--- src/rtl/cam_mon_pkg.sv ---
// Shared helpers and default sizing for the multi-channel camera frame monitor.
package cam_mon_pkg;

  localparam int unsigned DEF_CLK_HZ      = 50_000_000;
  localparam int unsigned DEF_TIMEOUT_CYC = 5_000_000;

  // Counter width for a given modulus; a modulus of 1 still needs one bit.
  function automatic int clog2_min1(input int unsigned modulus);
    return (modulus <= 1) ? 1 : $clog2(modulus);
  endfunction

  localparam int WIN_W_DEF  = clog2_min1(DEF_CLK_HZ);
  localparam int IDLE_W_DEF = clog2_min1(DEF_TIMEOUT_CYC);

endpackage

--- src/rtl/cam_frame_monitor_ch.sv ---
// One camera channel: vsync synchroniser, edge detect, tick divider,
// per-window frame accumulator and lost-signal timeout.
module cam_frame_monitor_ch
  import cam_mon_pkg::*;
#(
  parameter int TICK        = 30,
  parameter int FPS_W       = 8,
  parameter int TIMEOUT_CYC = 5_000_000,
  parameter int EDGE_FALL   = 0
) (
  input  logic             clk,
  input  logic             rst,
  input  logic             vsync_i,
  input  logic             win_end_i,
  output logic             tick_o,
  output logic             lost_o,
  output logic [FPS_W-1:0] fps_o
);

  localparam int DIV_W  = clog2_min1(TICK);
  localparam int IDLE_W = clog2_min1(TIMEOUT_CYC);

  logic              s1_q, s2_q, s3_q;
  logic [DIV_W-1:0]  div_q, div_d;
  logic              tick_q, tick_d;
  logic [FPS_W-1:0]  acc_q, acc_d, acc_plus;
  logic [FPS_W-1:0]  fps_q, fps_d;
  logic [IDLE_W-1:0] idle_q, idle_d;
  logic              lost_q, lost_d;
  logic              frame_edge;

  assign frame_edge = (EDGE_FALL != 0) ? (~s2_q & s3_q) : (s2_q & ~s3_q);

  // Accumulator plus this cycle's edge, pinned at all-ones instead of wrapping.
  assign acc_plus = (frame_edge && (acc_q != '1)) ? acc_q + FPS_W'(1) : acc_q;

  always_comb begin
    div_d  = div_q;
    tick_d = tick_q;
    if (frame_edge) begin
      if (div_q == DIV_W'(TICK - 1)) begin
        div_d  = '0;
        tick_d = ~tick_q;
      end else begin
        div_d = div_q + DIV_W'(1);
      end
    end

    fps_d = fps_q;
    acc_d = acc_plus;
    if (win_end_i) begin
      fps_d = acc_plus;
      acc_d = '0;
    end

    idle_d = idle_q;
    lost_d = lost_q;
    if (frame_edge) begin
      idle_d = '0;
      lost_d = 1'b0;
    end else if (idle_q == IDLE_W'(TIMEOUT_CYC - 1)) begin
      lost_d = 1'b1;
    end else begin
      idle_d = idle_q + IDLE_W'(1);
    end
  end

  always_ff @(posedge clk) begin
    if (rst) begin
      s1_q   <= 1'b0;
      s2_q   <= 1'b0;
      s3_q   <= 1'b0;
      div_q  <= '0;
      tick_q <= 1'b0;
      acc_q  <= '0;
      fps_q  <= '0;
      idle_q <= '0;
      lost_q <= 1'b0;
    end else begin
      s1_q   <= vsync_i;
      s2_q   <= s1_q;
      s3_q   <= s2_q;
      div_q  <= div_d;
      tick_q <= tick_d;
      acc_q  <= acc_d;
      fps_q  <= fps_d;
      idle_q <= idle_d;
      lost_q <= lost_d;
    end
  end

  assign tick_o = tick_q;
  assign lost_o = lost_q;
  assign fps_o  = fps_q;

endmodule

--- src/rtl/cam_frame_monitor.sv ---
// Multi-channel camera vsync monitor: shared one-second window plus
// independent per-channel tick, fps and lost-signal outputs.
module cam_frame_monitor
  import cam_mon_pkg::*;
#(
  parameter int N_CH        = 2,
  parameter int TICK        = 30,
  parameter int CLK_HZ      = DEF_CLK_HZ,
  parameter int FPS_W       = 8,
  parameter int TIMEOUT_CYC = DEF_TIMEOUT_CYC,
  parameter int EDGE_FALL   = 0
) (
  input  logic                  clk,
  input  logic                  rst,
  input  logic [N_CH-1:0]       vsync,
  output logic [N_CH-1:0]       tick,
  output logic [N_CH-1:0]       lost,
  output logic [N_CH*FPS_W-1:0] fps,
  output logic                  fps_valid
);

  localparam int WIN_W = clog2_min1(CLK_HZ);

  logic [WIN_W-1:0] win_q, win_d;
  logic             win_end;
  logic             fps_valid_q;

  assign win_end = (win_q == WIN_W'(CLK_HZ - 1));
  assign win_d   = win_end ? '0 : win_q + WIN_W'(1);

  always_ff @(posedge clk) begin
    if (rst) begin
      win_q       <= '0;
      fps_valid_q <= 1'b0;
    end else begin
      win_q       <= win_d;
      fps_valid_q <= win_end;
    end
  end

  assign fps_valid = fps_valid_q;

  for (genvar gi = 0; gi < N_CH; gi++) begin : g_ch
    cam_frame_monitor_ch #(
      .TICK        (TICK),
      .FPS_W       (FPS_W),
      .TIMEOUT_CYC (TIMEOUT_CYC),
      .EDGE_FALL   (EDGE_FALL)
    ) u_ch (
      .clk       (clk),
      .rst       (rst),
      .vsync_i   (vsync[gi]),
      .win_end_i (win_end),
      .tick_o    (tick[gi]),
      .lost_o    (lost[gi]),
      .fps_o     (fps[gi*FPS_W +: FPS_W])
    );
  end

endmodule

--- config.mk ---
export PLATFORM = sky130hd
export DESIGN_NAME = cam_frame_monitor
export DESIGN_NICKNAME = d
export VERILOG_FILES = /design/src/rtl/cam_mon_pkg.sv /design/src/rtl/cam_frame_monitor_ch.sv /design/src/rtl/cam_frame_monitor.sv
export SDC_FILE = /design/constraint.sdc
export NUM_CORES = 1
export LEC_CHECK = 0
export CAP_MARGIN = 0
export CORE_MARGIN = 2
export CORE_UTILIZATION = 58
export CTS_BUF_LIST = sky130_fd_sc_hd__clkbuf_4 sky130_fd_sc_hd__clkbuf_8
export CTS_CLUSTER_SIZE = 16
export DETAILED_ROUTE_END_ITERATION = 6
export PLACE_DENSITY = 0.77
export SETUP_SLACK_MARGIN = 0.1
export SKIP_CTS_REPAIR_TIMING = 1
export SLEW_MARGIN = 20
export SYNTH_ARGS = -nofsm -noshare
export SYNTH_HDL_FRONTEND = slang
export SYNTH_SLANG_ARGS = --single-unit
--- constraint.sdc ---
create_clock -name clk -period 2.3 [get_ports clk]
set_clock_uncertainty 0.05 [all_clocks]
set_input_delay 0.23 -clock clk [delete_from_list [all_inputs] [get_ports clk]]
set_output_delay 0.23 -clock clk [all_outputs]
set_load 0.03 [all_outputs]
==> flow_metrics.py <==
metrics = {
    "status": {
        "status": "finished clean",
    },
    "layout": {
        "final_common_cell": "dfxtp_1",
        "drive_gt1_frac": 0.0952,
        "final_cell_area_mm2": 0.00619,
        "nets": 652,
        "n_antenna_cell": 0,
        "layout_common_cells": "dfxtp_1 (125), nor2_1 (114), xor2_1 (48)",
        "fillers": 739,
        "utilization": 0.673,
        "area_delta_synth_final_pct": 13.2,
    },
    "clock_network": {
        "cts_tree": "yes",
        "clk_path_buf_depth": 2,
        "clk_pin_slew_ns": 0.07,
        "clk_latency_ns": 0.42,
        "cts_sinks": 125,
        "root_buffer": "clkbuf_8",
        "htreeDepth": 4,
        "cts_made_buffers": 17,
    },
    "routing": {
        "avgViaCountPerCell": 5.59,
        "drt-pass1-iter-count": 6,
        "post-route-drc-count": 0,
        "first_iter_violations": 167,
        "vias": 4262,
        "wirelength_um": 10300,
        "wl_per_cell_um": 13.6,
        "drtAntennaViolNets": 0,
    },
    "power_and_ir_drop": {
        "p_leak_nw": 2.22,
        "p_total_mw": 4.22,
        "pwr-share-comb": 0.027,
        "seq_power_share": 0.524,
        "switching_share": 0.222,
        "intPower_mw": 3.28,
        "ir_drop_mv": 0.356,
        "p_per_area_mw_per_mm2": 682,
        "switchingPower_uw": 938,
        "pwr-share-clk": 0.450,
    },
    "sta": {
        "slew_violations": 0,
        "layout_min_cycle_time_ns": 1.94,
        "fin_crit_sh": 0.842,
        "tightest_slew_ns": 0.615,
        "finalHoldViolations": 0,
        "max_freq_mhz": 517,
        "setup-tns-final_ns": 0,
        "rsz0062_at_grt": "no",
        "finalSetupViolCount": 0,
        "max-slew-margin-rel": 0.588,
    },
    "place": {
        "placed_cell_area_mm2": 0.00580,
        "portBuffers": 24,
        "dp.final_hpwl_um": 7060,
        "place_congestion": 0.840,
    },
    "synth": {
        "synth_area_mm2": 0.00547,
        "ys.flop_type": "dfxtp_1",
        "avgSynthCellArea_um2": 8.95,
        "ys_seq_area_frac": 0.458,
        "synth_edf_count": 0,
        "synthCells": 611,
        "synth_top_area_cell": "dfxtp_1",
        "synth_top_area_frac": 0.458,
        "ys_top_cells_by_area": "dfxtp_1 (46%), nor2_1 (7.8%), xor2_1 (7.7%)",
        "ys_warn_count": 0,
        "ys_types": 45,
        "synth_nets": 624,
        "async_flop_share": 0,
        "ys_ff_latch": 125,
    },
    "floorplanning": {
        "fp.coreArea_mm2": 0.00920,
        "fp-row-count": 35,
        "die_w_um": 101,
        "dieArea_mm2": 0.0102,
        "die_h_um": 101,
        "ioPinCount": 25,
        "start_util": 0.595,
    },
    "grt": {
        "grt_use_total": 0.211,
        "antenna_found_initial": 0,
        "grt_max_degree": 33,
        "grt_pass1_vias": 4053,
        "grt_pass1_wl_um": 17500,
        "gr-total-overflow": 0,
    },
    "flow_run": {
        "drv_cap": 0,
    },
    "critical_path": {
        "rr_startpoint": "g_ch[0].u_ch.idle_q[6]$_SDFFE_PP0P_",
        "crit_type": "flip-flop to flip-flop",
        "arrival_ns": 2.24,
        "worstSetupEndpointType": "flip-flop",
        "crit_path_start_kind": "flip-flop",
        "path_max_fanout": 8,
        "crit_start": "g_ch[0].u_ch.idle_q[6]$_SDFFE_PP0P_",
        "cp.required_ns": 2.61,
        "rrSetupSlack_ns": 0.36,
    },
    "hold_path": {
        "hp-start": "vsync[1]",
        "hold_class": "input pin to flip-flop",
    },
}
-- layout make-up --
type	instances	area (um^2)	area share
Timing Repair Buffer	37	350	0.0566
Multi-Input combinational cell	447	2760	0.446
Inverter	11	41.3	0.00667
Clock buffer	21	283	0.0457
Clock inverter	10	115	0.0186
Tap cell	111	139	0.0224
Sequential cell	125	2500	0.404
-- Yosys cell counts (9+ instances only) --
library cell and count:
a21oi_1 14, and2_1 12, and4_1 9, clkbuf_1 13
dfxtp_1 125, ha_1 9, inv_1 11, mux2i_1 11
nand2_1 38, nand3_1 30, nand4_1 24, nor2_1 114
nor2b_1 9, nor3_1 19, o21ai_0 10, xnor2_1 26
xor2_1 48
-- layer usage --
layer  vias up  GRT usage  part of all wire
met2        78      0.346              0.49
li1       2142          -                 -
met3        12     0.0513             0.032
met5         -          0                 0
met1      2030      0.265              0.47
met4         0     0.0915             0.011
-- worst max-delay path: stages, from the launching register on --
cell     delay, ns
dfxtp_1       0.45
nand4_2       0.18
or4_1         0.64
or3_1         0.41
a21oi_1       0.14
-- logic make-up (layout without fill, tap and decap cells) --
| group | Yosys count | after routing | share of synthesized area |
|---|---|---|---|
| muxes | 13 | 13 | 0.0243 |
| buffers and inverters | 39 | 79 | 0.0373 |
| DFF | 125 | 125 | 0.458 |
| and+or+nand+nor | 305 | 305 | 0.291 |
| xor gates and xnor gates | 74 | 74 | 0.119 |
| AOI/OAI and AO/OA | 46 | 46 | 0.0508 |
| adders and majority gates | 9 | 9 | 0.0206 |
-- metrics by stage --
| step | hold WS (ns) | std cells | setup slack [ns] |
|---|---|---|---|
| 3_3_place_gp | 0.370 | 731 | 0.461 |
| 4_1_cts | 0.307 | 762 | 0.388 |
| 3_5_place_dp | 0.380 | 731 | 0.402 |
| 2_1_floorplan | 0.308 | 611 | 0.553 |
| 6_report | 0.335 | 762 | 0.364 |
| 5_1_grt | 0.313 | 762 | 0.261 |
-- flip-flops by register name, summed over array words and instances, names as in the netlist, 10 cells and up --
name,count
g_ch.u_ch.fps_o,16
g_ch.u_ch.div_q,10
g_ch.u_ch.idle_q,46
win_q,26
g_ch.u_ch.acc_q,16
-- worst paths after layout --
kind / endpoint / cells after the start
max: g_ch[0].u_ch.idle_q[16]$_SDFFE_PP0P_ / 4
min: g_ch[1].u_ch.s1_q$_SDFF_PP0_ / 2
max reg2reg: g_ch[0].u_ch.idle_q[16]$_SDFFE_PP0P_ / 4
min reg2reg: g_ch[0].u_ch.s2_q$_SDFF_PP0_ / 1
-- power groups by stage --
| stage | clock, mW | sequential [mW] | combinational, mW |
|---|---|---|---|
| global route | 2.02 | 2.21 | 0.128 |
| floorplan | 0 | 2.25 | 0.0866 |
| detailed placement | 0 | 2.26 | 0.112 |
| CTS | 1.93 | 2.21 | 0.114 |
| finish | 1.90 | 2.21 | 0.113 |
| global placement | 0 | 2.26 | 0.109 |
No activity file was read; power rests on OpenSTA's default activity.
